$ cat config.mk
export PLATFORM = sky130hd
export DESIGN_NAME = seg7_text_scroller
export DESIGN_NICKNAME = d
export VERILOG_FILES = /design/src/rtl/seg7_text_scroller.sv
export SDC_FILE = /design/constraint.sdc
export NUM_CORES = 2
export LEC_CHECK = 0
export CORE_ASPECT_RATIO = 1.1
export CORE_UTILIZATION = 35
export DETAILED_ROUTE_END_ITERATION = 8
export PLACE_DENSITY = 0.46
export SYNTH_ARGS = -nofsm -noshare
export SYNTH_HDL_FRONTEND = slang
export SYNTH_SLANG_ARGS = --single-unit
$ cat constraint.sdc
create_clock -name clk -period 10.8 [get_ports clk]
set_input_delay 1.08 -clock clk [delete_from_list [all_inputs] [get_ports clk]]
set_output_delay 1.08 -clock clk [all_outputs]
set_load 0.05 [all_outputs]
$ cat src/rtl/seg7_text_scroller.sv
// seg7_text_scroller
//   Multi-digit ASCII text driver for active-low 7-segment displays. A host
//   appends characters through a valid/ready port. The buffered text is shown
//   either statically (left-aligned) or scrolling right-to-left. In scroll mode
//   the text is followed by N_DIGITS blanks before it repeats.
//
// Parameters
//   N_DIGITS   number of digits driven
//   BUF_DEPTH  maximum characters held (>= 1)
//   TICK_DIV   clk cycles per scroll step (>= 1)
//
// Ports
//   clk        system clock, rising edge
//   reset      synchronous active-high reset
//   wr_valid   host presents a character on wr_data
//   wr_data    7-bit ASCII code
//   wr_ready   buffer can accept (write on wr_valid & wr_ready)
//   clear      synchronous buffer flush, wins over a same-cycle write
//   scroll_en  0 = static, 1 = scrolling
//   len        number of characters currently held
//   seg_out    registered active-low segments {dp,g,f,e,d,c,b,a} per digit,
//              digit 0 (leftmost) in the top byte
module seg7_text_scroller #(
  parameter int N_DIGITS  = 6,
  parameter int BUF_DEPTH = 32,
  parameter int TICK_DIV  = 25_000_000
) (
  input  logic                           clk,
  input  logic                           reset,
  input  logic                           wr_valid,
  input  logic [6:0]                     wr_data,
  output logic                           wr_ready,
  input  logic                           clear,
  input  logic                           scroll_en,
  output logic [$clog2(BUF_DEPTH+1)-1:0] len,
  output logic [8*N_DIGITS-1:0]          seg_out
);

  localparam int LW = $clog2(BUF_DEPTH + 1);
  localparam int AW = (BUF_DEPTH > 1) ? $clog2(BUF_DEPTH) : 1;
  // Wide enough for pos+k, which can reach len + 2*N_DIGITS - 2 before wrapping.
  localparam int PW = $clog2(BUF_DEPTH + 2*N_DIGITS + 1);
  localparam int TW = (TICK_DIV > 1) ? $clog2(TICK_DIV) : 1;
  localparam logic [TW-1:0] TICK_LAST = TW'(TICK_DIV - 1);

  // Active-high glyphs for codes 0x20..0x7E, bit order {dp,g,f,e,d,c,b,a}.
  localparam logic [7:0] GLYPH [0:94] = '{
    8'h00, 8'h86, 8'h22, 8'h7E, 8'h6D, 8'hD2, 8'h46, 8'h20,
    8'h29, 8'h0B, 8'h21, 8'h70, 8'h10, 8'h40, 8'h80, 8'h52,
    8'h3F, 8'h06, 8'h5B, 8'h4F, 8'h66, 8'h6D, 8'h7D, 8'h07,
    8'h7F, 8'h6F, 8'h09, 8'h0D, 8'h61, 8'h48, 8'h43, 8'hD3,
    8'h5F, 8'h77, 8'h7C, 8'h39, 8'h5E, 8'h79, 8'h71, 8'h3D,
    8'h76, 8'h30, 8'h1E, 8'h75, 8'h38, 8'h15, 8'h37, 8'h3F,
    8'h73, 8'h6B, 8'h33, 8'h6D, 8'h78, 8'h3E, 8'h3E, 8'h2A,
    8'h76, 8'h6E, 8'h5B, 8'h39, 8'h64, 8'h0F, 8'h23, 8'h08,
    8'h02, 8'h5F, 8'h7C, 8'h58, 8'h5E, 8'h7B, 8'h71, 8'h6F,
    8'h74, 8'h10, 8'h0C, 8'h75, 8'h30, 8'h14, 8'h54, 8'h5C,
    8'h73, 8'h67, 8'h50, 8'h6D, 8'h78, 8'h1C, 8'h1C, 8'h14,
    8'h76, 8'h6E, 8'h5B, 8'h46, 8'h30, 8'h70, 8'h01
  };

  // Control codes and DEL are blank rather than wrapping into the table.
  function automatic logic [7:0] glyph_of(input logic [6:0] c);
    logic [7:0] res;
    if (c < 7'h20 || c == 7'h7F) res = 8'hFF;
    else                         res = ~GLYPH[c - 7'h20];
    return res;
  endfunction

  logic [6:0]           buf_q [BUF_DEPTH];
  logic [LW-1:0]        len_q, len_d;
  logic [PW-1:0]        pos_q, pos_d;
  logic [TW-1:0]        tick_q, tick_d;
  logic                 scroll_q;
  logic [8*N_DIGITS-1:0] seg_q, seg_d;

  logic                 wr_fire;
  logic                 mode_chg;
  logic [PW-1:0]        period;
  logic [PW-1:0]        idx;
  logic [7:0]           gl;

  always_comb begin
    wr_ready = !reset && !clear && (len_q < LW'(BUF_DEPTH));
    wr_fire  = wr_valid && wr_ready;
    mode_chg = (scroll_en != scroll_q);
    period   = PW'(len_q) + PW'(N_DIGITS);
  end

  always_comb begin
    len_d  = len_q;
    pos_d  = pos_q;
    tick_d = tick_q;
    if (clear) begin
      len_d  = '0;
      pos_d  = '0;
      tick_d = '0;
    end else begin
      if (wr_fire) len_d = len_q + LW'(1);
      if (mode_chg) begin
        pos_d  = '0;
        tick_d = '0;
      end else if (scroll_q && len_q != '0) begin
        if (tick_q == TICK_LAST) begin
          tick_d = '0;
          pos_d  = (pos_q == period - PW'(1)) ? '0 : pos_q + PW'(1);
        end else begin
          tick_d = tick_q + TW'(1);
        end
      end else begin
        // Static mode or empty buffer: the scroll position parks at 0.
        pos_d  = '0;
        tick_d = '0;
      end
    end
  end

  // Static mode reads buf[k]; scroll mode reads virtual[(pos+k) mod P], where
  // indices at or beyond len fall into the blank tail. pos < P and k < N_DIGITS
  // <= P, so one conditional subtraction is a full modulo.
  always_comb begin
    seg_d = '1;
    idx   = '0;
    gl    = 8'hFF;
    for (int k = 0; k < N_DIGITS; k++) begin
      idx = scroll_q ? (pos_q + PW'(k)) : PW'(k);
      if (scroll_q && idx >= period) idx = idx - period;
      if (idx < PW'(len_q)) gl = glyph_of(buf_q[idx[AW-1:0]]);
      else                  gl = 8'hFF;
      seg_d[8*(N_DIGITS-1-k) +: 8] = gl;
    end
  end

  always_ff @(posedge clk) begin
    if (reset) begin
      len_q    <= '0;
      pos_q    <= '0;
      tick_q   <= '0;
      scroll_q <= 1'b0;
      seg_q    <= '1;
    end else begin
      len_q    <= len_d;
      pos_q    <= pos_d;
      tick_q   <= tick_d;
      scroll_q <= scroll_en;
      seg_q    <= seg_d;
    end
  end

  // Character storage needs no reset; only entries below len are ever shown.
  always_ff @(posedge clk) begin
    if (wr_fire) buf_q[len_q[AW-1:0]] <= wr_data;
  end

  assign len     = len_q;
  assign seg_out = seg_q;

endmodule

* Word level (Yosys, flattened, before mapping)
Memory sizes are Yosys's and may differ from the RTL's. Index checks and enable logic that the tools add are counted.
Operators by class: reduce and logical (&&, ||, !) cells 28, bitwise logic cells 19, equal/unequal tests 9, multiplexer cells 27, order comparisons 25, $add $sub $neg 21
Operators with widths (number):
- $mux 8 | 12
- $mux 6 | 13
- $ge 8x8->1 const B | 6
- $not 7->8 | 6
- $not 8->8 | 6
- $eq 7x7->1 const B | 6
- $lt 7x6->1 const B | 6
- $sub 7x6->7 const B | 6
- $ge 6x6->1 | 6
- $lt 6x6->1 | 6
- $sub 6x6->6 | 6
- $add 25x1->25 const B | 1
- $eq 25x25->1 const B | 1
- $add 6x3->6 const B | 3
- $reduce_or 3->1 | 6
- $add 6x1->6 const B | 2
- $add 6x2->6 const B | 2
- $logic_and 1x1->1 | 10
- $not 1->1 | 7
- $eq 6x6->1 | 1
- $logic_or 1x1->1 | 6
- $lt 6x6->1 const B | 1
- $reduce_bool 6->1 | 1
- $sub 6x1->6 const B | 1
- 6 further kinds | 8
Word-level totals: input bits 12, bits in read-only memories 6144, memories 7, output and inout port bits 55, register bits after elaboration 86, logic and storage cells 146, memory bits (writable) 224
Memory list:
- (no name shown) | depth 128, width 8, read ports 1, clocked after memory_dff 0, wr ports 0, line 66 | else res = ~GLYPH[c - 7'h20];
- (no name shown) | depth 128, width 8, read ports 1, clocked after memory_dff 0, wr ports 0, line 66
- (no name shown) | depth 128, width 8, read ports 1, clocked after memory_dff 0, wr ports 0, line 66
- (no name shown) | depth 128, width 8, read ports 1, clocked after memory_dff 0, wr ports 0, line 66
- (no name shown) | depth 128, width 8, read ports 1, clocked after memory_dff 0, wr ports 0, line 66
- (no name shown) | depth 128, width 8, read ports 1, clocked after memory_dff 0, wr ports 0, line 66
- +1 memories

* Depth between registers and ports, before layout
An unclocked memory read counts as a cell.
word-level depth 12, mapped depth 32, gate-level depth less buffers 25

* Worst setup path before layout
OpenSTA, ideal clock, no wires.
path kind register to register, start point reg len_q[1] (netlist: len[1]), end point reg seg_q[28] (netlist: seg_out[28]), required time 10666 ps, cell stages (with the launch flop) 25, setup slack 3834 ps, arrival 6832 ps, library setup time 134 ps, path through dfxtp_1 inv_1 ha_1 xnor2_1 inv_2 ha_1 and3_1 a31o_2 nor4_1 or3_1 buf_2 buf_1 clkbuf_1 clkbuf_1 a22oi_1 a2111oi_0 a41oi_1 inv_1 ha_1 clkbuf_1 nor2_1 mux2_1 mux2i_1 a221oi_1 or4_1
On the way: cells in the longest elaborated chain, start to end 11
RTL lines:
- start: declaration | line 71 | logic [LW-1:0] len_q, len_d;
- start signal: assignment | line 142 | len_q <= len_d;
- $add 6x3->6 | line 87 | period = PW'(len_q) + PW'(N_DIGITS);
- $ge 6x6->1 | line 127 | if (scroll_q && idx >= period) idx = idx - period;
- $logic_and 1x1->1 | line 127
- $mux 6 | line 127
- $mem_v2 32x7
- $sub 7x6->7 | line 66
- $not 7->8 (not written as such) | line 66
- $mem_v2 128x8
- $mux 8 (not written as such) (2 in a row) | line 66
- $not 8->8 | line 66
- end signal: assignment | line 146 | seg_q <= seg_d;
- end: declaration | line 75 | logic [8*N_DIGITS-1:0] seg_q, seg_d;
Several ways; a longest one is shown, not always the timed one. The select of a mux whose other input is x is not followed. A chain may end at the register's enable or synchronous reset.

* Final worst setup path
start point reg pos_q[0], end point reg seg_q[37] (netlist: seg_out[37])
On the way: cells in the longest elaborated chain, start to end 12
RTL lines:
- start: declaration | line 72 | logic [PW-1:0] pos_q, pos_d;
- start signal: assignment | line 143 | pos_q <= pos_d;
- $add 6x1->6 * | line 126 | idx = scroll_q ? (pos_q + PW'(k)) : PW'(k);
- $mux 6 * | line 126
- $ge 6x6->1 | line 127
- $logic_and 1x1->1 | line 127
- $mux 6 * | line 127
- $mem_v2 32x7
- $sub 7x6->7 | line 66
- $not 7->8 (not written as such) | line 66
- $mem_v2 128x8
- $mux 8 (not written as such) (2 in a row) | line 66
- $not 8->8 | line 66
Every way passes the cells marked *; elsewhere a longest branch is shown, timed or not. The select of a mux whose other input is x is not followed.

==> reports/qor.yml <==
run_status:
  status: "complete, but fails checks"
  violations: "capacitance limit, slew limit"
worst_setup_path:
  worst-endpoint-required_ps: 11320
  path_class: "flop to flop"
  worst-path-max-fanout: 34
  worst_setup_path_start_kind: "flop"
  timing.rr.start: "pos_q[0]"
  worst-endpoint-arrival_ps: 9860
  r2r_cells: 21
  crit-reg2reg-capture: "seg_out[37]"
  timing.critical_path.to_type: "flop"
  reg2reg_slack_ps: 1460
synth:
  synth_seq_area_share_pct: 25.0
  synth_enable_flop_cells: 224
  synth-xor-area-share_pct: 1.86
  yosys_warnings: 0
  largest_area_contributor_in_the_synthesized_netlist: "sky130_fd_sc_hd__edfxtp_1"
  synth_top_cells_by_area: "sky130_fd_sc_hd__edfxtp_1 20%, sky130_fd_sc_hd__nand2_1 8.4%, sky130_fd_sc_hd__ha_1 6.1%, sky130_fd_sc_hd__mux2i_1 6.0%, sky130_fd_sc_hd__dfxtp_1 5.1%"
  ys_types: 107
  postSynth.asyncResetShare_pct: 0
  yosysTopAreaCellShare_pct: 19.9
  post_synth_mux_area_share_pct: 10.8
  simple_gate_portion_of_the_synthesized_area_pct: 21.5
  dominant_combinational_cell_family_by_area_after_synthesis: "compound AO/OA/AOI/OAI gates"
  synthesis.instances: 4287
  synth_compound_gate_area_share_pct: 28.2
  synth_top_flop_cell: "sky130_fd_sc_hd__edfxtp_1"
  synth_adder_area_share_pct: 6.44
  synth.avg_cell_area_um2: 7.88
  synth-seq-cells: 310
  mappedNetlistArea_mm2: 0.0338
  synthesis.nets: 4469
route:
  ant_nets: 0
  dr.first_iter.drc_count: 5908
  route.detailed.drc: 0
  firstDrtPassIters: 9
  finalWirelength_um: 183000
  post_drt_via_cell_ratio: 6.83
  vias: 37700
  routed_wire_length_per_instance_um: 33.1
sta:
  slew_violations: 2
  hold_viol_final: 0
  timing.final.setup_violations: 0
  max_freq_mhz: 107
  grt_setup_unrepaired: "false"
  finalCriticalPeriod_ps: 9340
  slew-limit-headroom_pct: -3.08
  setup_skew_after_layout_ps: 26.1
  timing_worst_slew_pin_value_ps: 1530
  total_negative_slack_ps: 0
  fin_crit_sh_pct: 86.5
cts:
  cts-buffers-inserted: 43
  clock_tree.root_cell: "sky130_fd_sc_hd__clkbuf_16"
  sinks_on_the_clock_net: 310
  hold_buffers: 0
  cts_htree_levels: 2
  clk_path_buf_depth: 3
  cts_post_setup_buffers_inserted: 0
  post_cts_sizing_count: 0
  tritoncts_clock_tree: "built"
  clkTransAtPathRegs_ps: 70
  clock_insertion_delay_worst_skew_ps: 650
die:
  initial_utilization_pct: 35.3
  core_area_mm2: 0.0956
  overall_die_width_um: 298
  die-area_mm2: 0.0977
  top_level_ports: 67
  floorplan.rows: 119
  chip_height_um: 328
grt:
  gr-total-overflow: 0
  global_route.usage.total_pct: 36.2
  grt_start_max_net_pins: 57
  grt_pass1_vias: 34900
  grt_first_pass_wirelength_um: 260000
  grt_antenna_before_repair: 8
finish:
  mostFrequentLayoutCell: "sky130_fd_sc_hd__nand2_1"
  finalNetCount: 4394
  area_growth_syn_to_layout_pct: 11.3
  fraction_of_final_layout_cells_with_drive_strength_greater_than_1_pct: 10.2
  layout_common_cells: "748 x sky130_fd_sc_hd__nand2_1, 252 x sky130_fd_sc_hd__nor2_1, 226 x sky130_fd_sc_hd__nand3_1, 224 x sky130_fd_sc_hd__edfxtp_1, 216 x sky130_fd_sc_hd__a21oi_1"
pwr:
  report.power.total_mw: 2.93
  total_leakage_power_nw: 13.8
  power.ir.vdd_worst_uv: 96.4
  power_density_mw_per_mm2: 77.9
min_path:
  timing.hold.worst.start: "tick_q[0]"
  min_delay_path_class: "flop to flop"
  timing.hold.worst_endpoint: "tick_q[0]"
  hold_depth: 1
placement:
  gp_routability_congestion: 1.06
  placement.io_buffers: 66
  detailedPlacementHpwl_um: 131000
flow_run:
  maxCapViolations: 1
state kept, by name, summed over array words and instances (netlist names):
register	cells
scroll_q	1
tick_q	25
buf_q	224
seg_out	48
pos_q	6
len	6
cell usage after synthesis (20+ instances only):
cell type                   instances
sky130_fd_sc_hd__mux2_2            42
sky130_fd_sc_hd__inv_1            136
sky130_fd_sc_hd__nand2_1          752
sky130_fd_sc_hd__dfxtp_1           86
sky130_fd_sc_hd__a211o_1           32
sky130_fd_sc_hd__a21o_1            29
sky130_fd_sc_hd__o211ai_1         106
sky130_fd_sc_hd__and2_1            31
sky130_fd_sc_hd__a311oi_1          58
sky130_fd_sc_hd__mux4_2            51
sky130_fd_sc_hd__nor2b_1           23
sky130_fd_sc_hd__a31oi_1           68
sky130_fd_sc_hd__nand3_1          226
sky130_fd_sc_hd__a221o_1           23
sky130_fd_sc_hd__and3_1            60
sky130_fd_sc_hd__nor4_1            25
sky130_fd_sc_hd__buf_2             94
sky130_fd_sc_hd__a211oi_1         139
sky130_fd_sc_hd__o21a_1            25
sky130_fd_sc_hd__ha_1             165
sky130_fd_sc_hd__a22oi_1           27
sky130_fd_sc_hd__clkbuf_1         193
sky130_fd_sc_hd__buf_1             51
sky130_fd_sc_hd__xnor2_1           40
sky130_fd_sc_hd__a21oi_1          220
sky130_fd_sc_hd__o31ai_1           22
sky130_fd_sc_hd__xor2_1            29
sky130_fd_sc_hd__nor2_1           266
sky130_fd_sc_hd__a221oi_1          60
sky130_fd_sc_hd__a2111oi_0         27
sky130_fd_sc_hd__edfxtp_1         224
sky130_fd_sc_hd__o22ai_1           28
sky130_fd_sc_hd__mux2i_1          202
sky130_fd_sc_hd__nor3_1            91
sky130_fd_sc_hd__o2111ai_1         27
sky130_fd_sc_hd__nand2b_1          23
sky130_fd_sc_hd__nand4_1           37
sky130_fd_sc_hd__or3_1             23
sky130_fd_sc_hd__a32oi_1           20
sky130_fd_sc_hd__o21ai_0          173
final cells by class:
class	instances	area [um2]
fill	9875	58000
multi-input combinational	3472	23600
sequential	310	8450
timing repair buffer	228	1890
tap	1270	1590
clock buffer	48	1090
inverter	157	591
clock inverter	32	400
antenna	5	12.5
per-stage QoR:
step,setup WS (ps),util [%],cell area [um2],hold slack (ps),cells
2_1_floorplan,3830,-,33800,418,4287
3_3_place_gp,2010,37.7,36100,436,5437
3_5_place_dp,1860,37.7,36100,443,5437
4_1_cts,1850,39.3,37600,460,5517
5_1_grt,1390,39.3,37600,467,5517
6_report,1460,39.3,37600,455,5522
per-layer routing:
metal	vias to the layer above	wire, um	global-route usage [%]
met4	8	12700	21.7
met5	-	48	0
met3	572	19400	8.80
met1	18300	71600	46.1
li1	16200	-	-
met2	2631	78800	55.5
how the worst max path moves through the flow:
stage	start	to	depth (start not counted)
finish	pos_q[0]	seg_out[37]	21
global placement	pos_q[0]	seg_out[37]	21
floorplan	len[1]	seg_out[28]	24
CTS	pos_q[0]	seg_out[37]	21
global route	pos_q[0]	seg_out[37]	21
detailed placement	pos_q[0]	seg_out[37]	21
kinds of logic (layout without fill, tap and decap cells):
group | Yosys count | in the layout
XOR/XNOR | 70 | 70
adder cells (fa/ha/maj) | 171 | 171
flip-flops | 310 | 310
multiplexers | 296 | 296
buffers and inverters | 505 | 465
AO/OA/AOI/OAI | 1318 | 1318
other | 0 | 5
AND/OR/NAND/NOR | 1617 | 1617
power by group:
group	switching (mW)	internal, mW
Sequential	0.00336	1.28
Clock	0.633	0.911
Combinational	0.0737	0.0303
critical path, stage by stage (launching register included):
cell and delay [ps]:
sky130_fd_sc_hd__dfxtp_1 660, sky130_fd_sc_hd__inv_1 130, sky130_fd_sc_hd__ha_1 370, sky130_fd_sc_hd__nand2_1 480, sky130_fd_sc_hd__fa_1 730, sky130_fd_sc_hd__nor2b_1 190
sky130_fd_sc_hd__a21oi_1 380, sky130_fd_sc_hd__o211ai_1 330, sky130_fd_sc_hd__a31oi_2 490, sky130_fd_sc_hd__nand2_2 510, sky130_fd_sc_hd__inv_2 650, sky130_fd_sc_hd__buf_4 530
sky130_fd_sc_hd__mux4_2 300, sky130_fd_sc_hd__a21oi_1 70, sky130_fd_sc_hd__a22oi_1 270, sky130_fd_sc_hd__a311oi_2 110, sky130_fd_sc_hd__buf_4 240, sky130_fd_sc_hd__ha_1 330
sky130_fd_sc_hd__nor4_1 1260, sky130_fd_sc_hd__o41a_1 600, sky130_fd_sc_hd__o21ai_1 110, sky130_fd_sc_hd__or4_1 420
(Power assumes the default switching activity.)
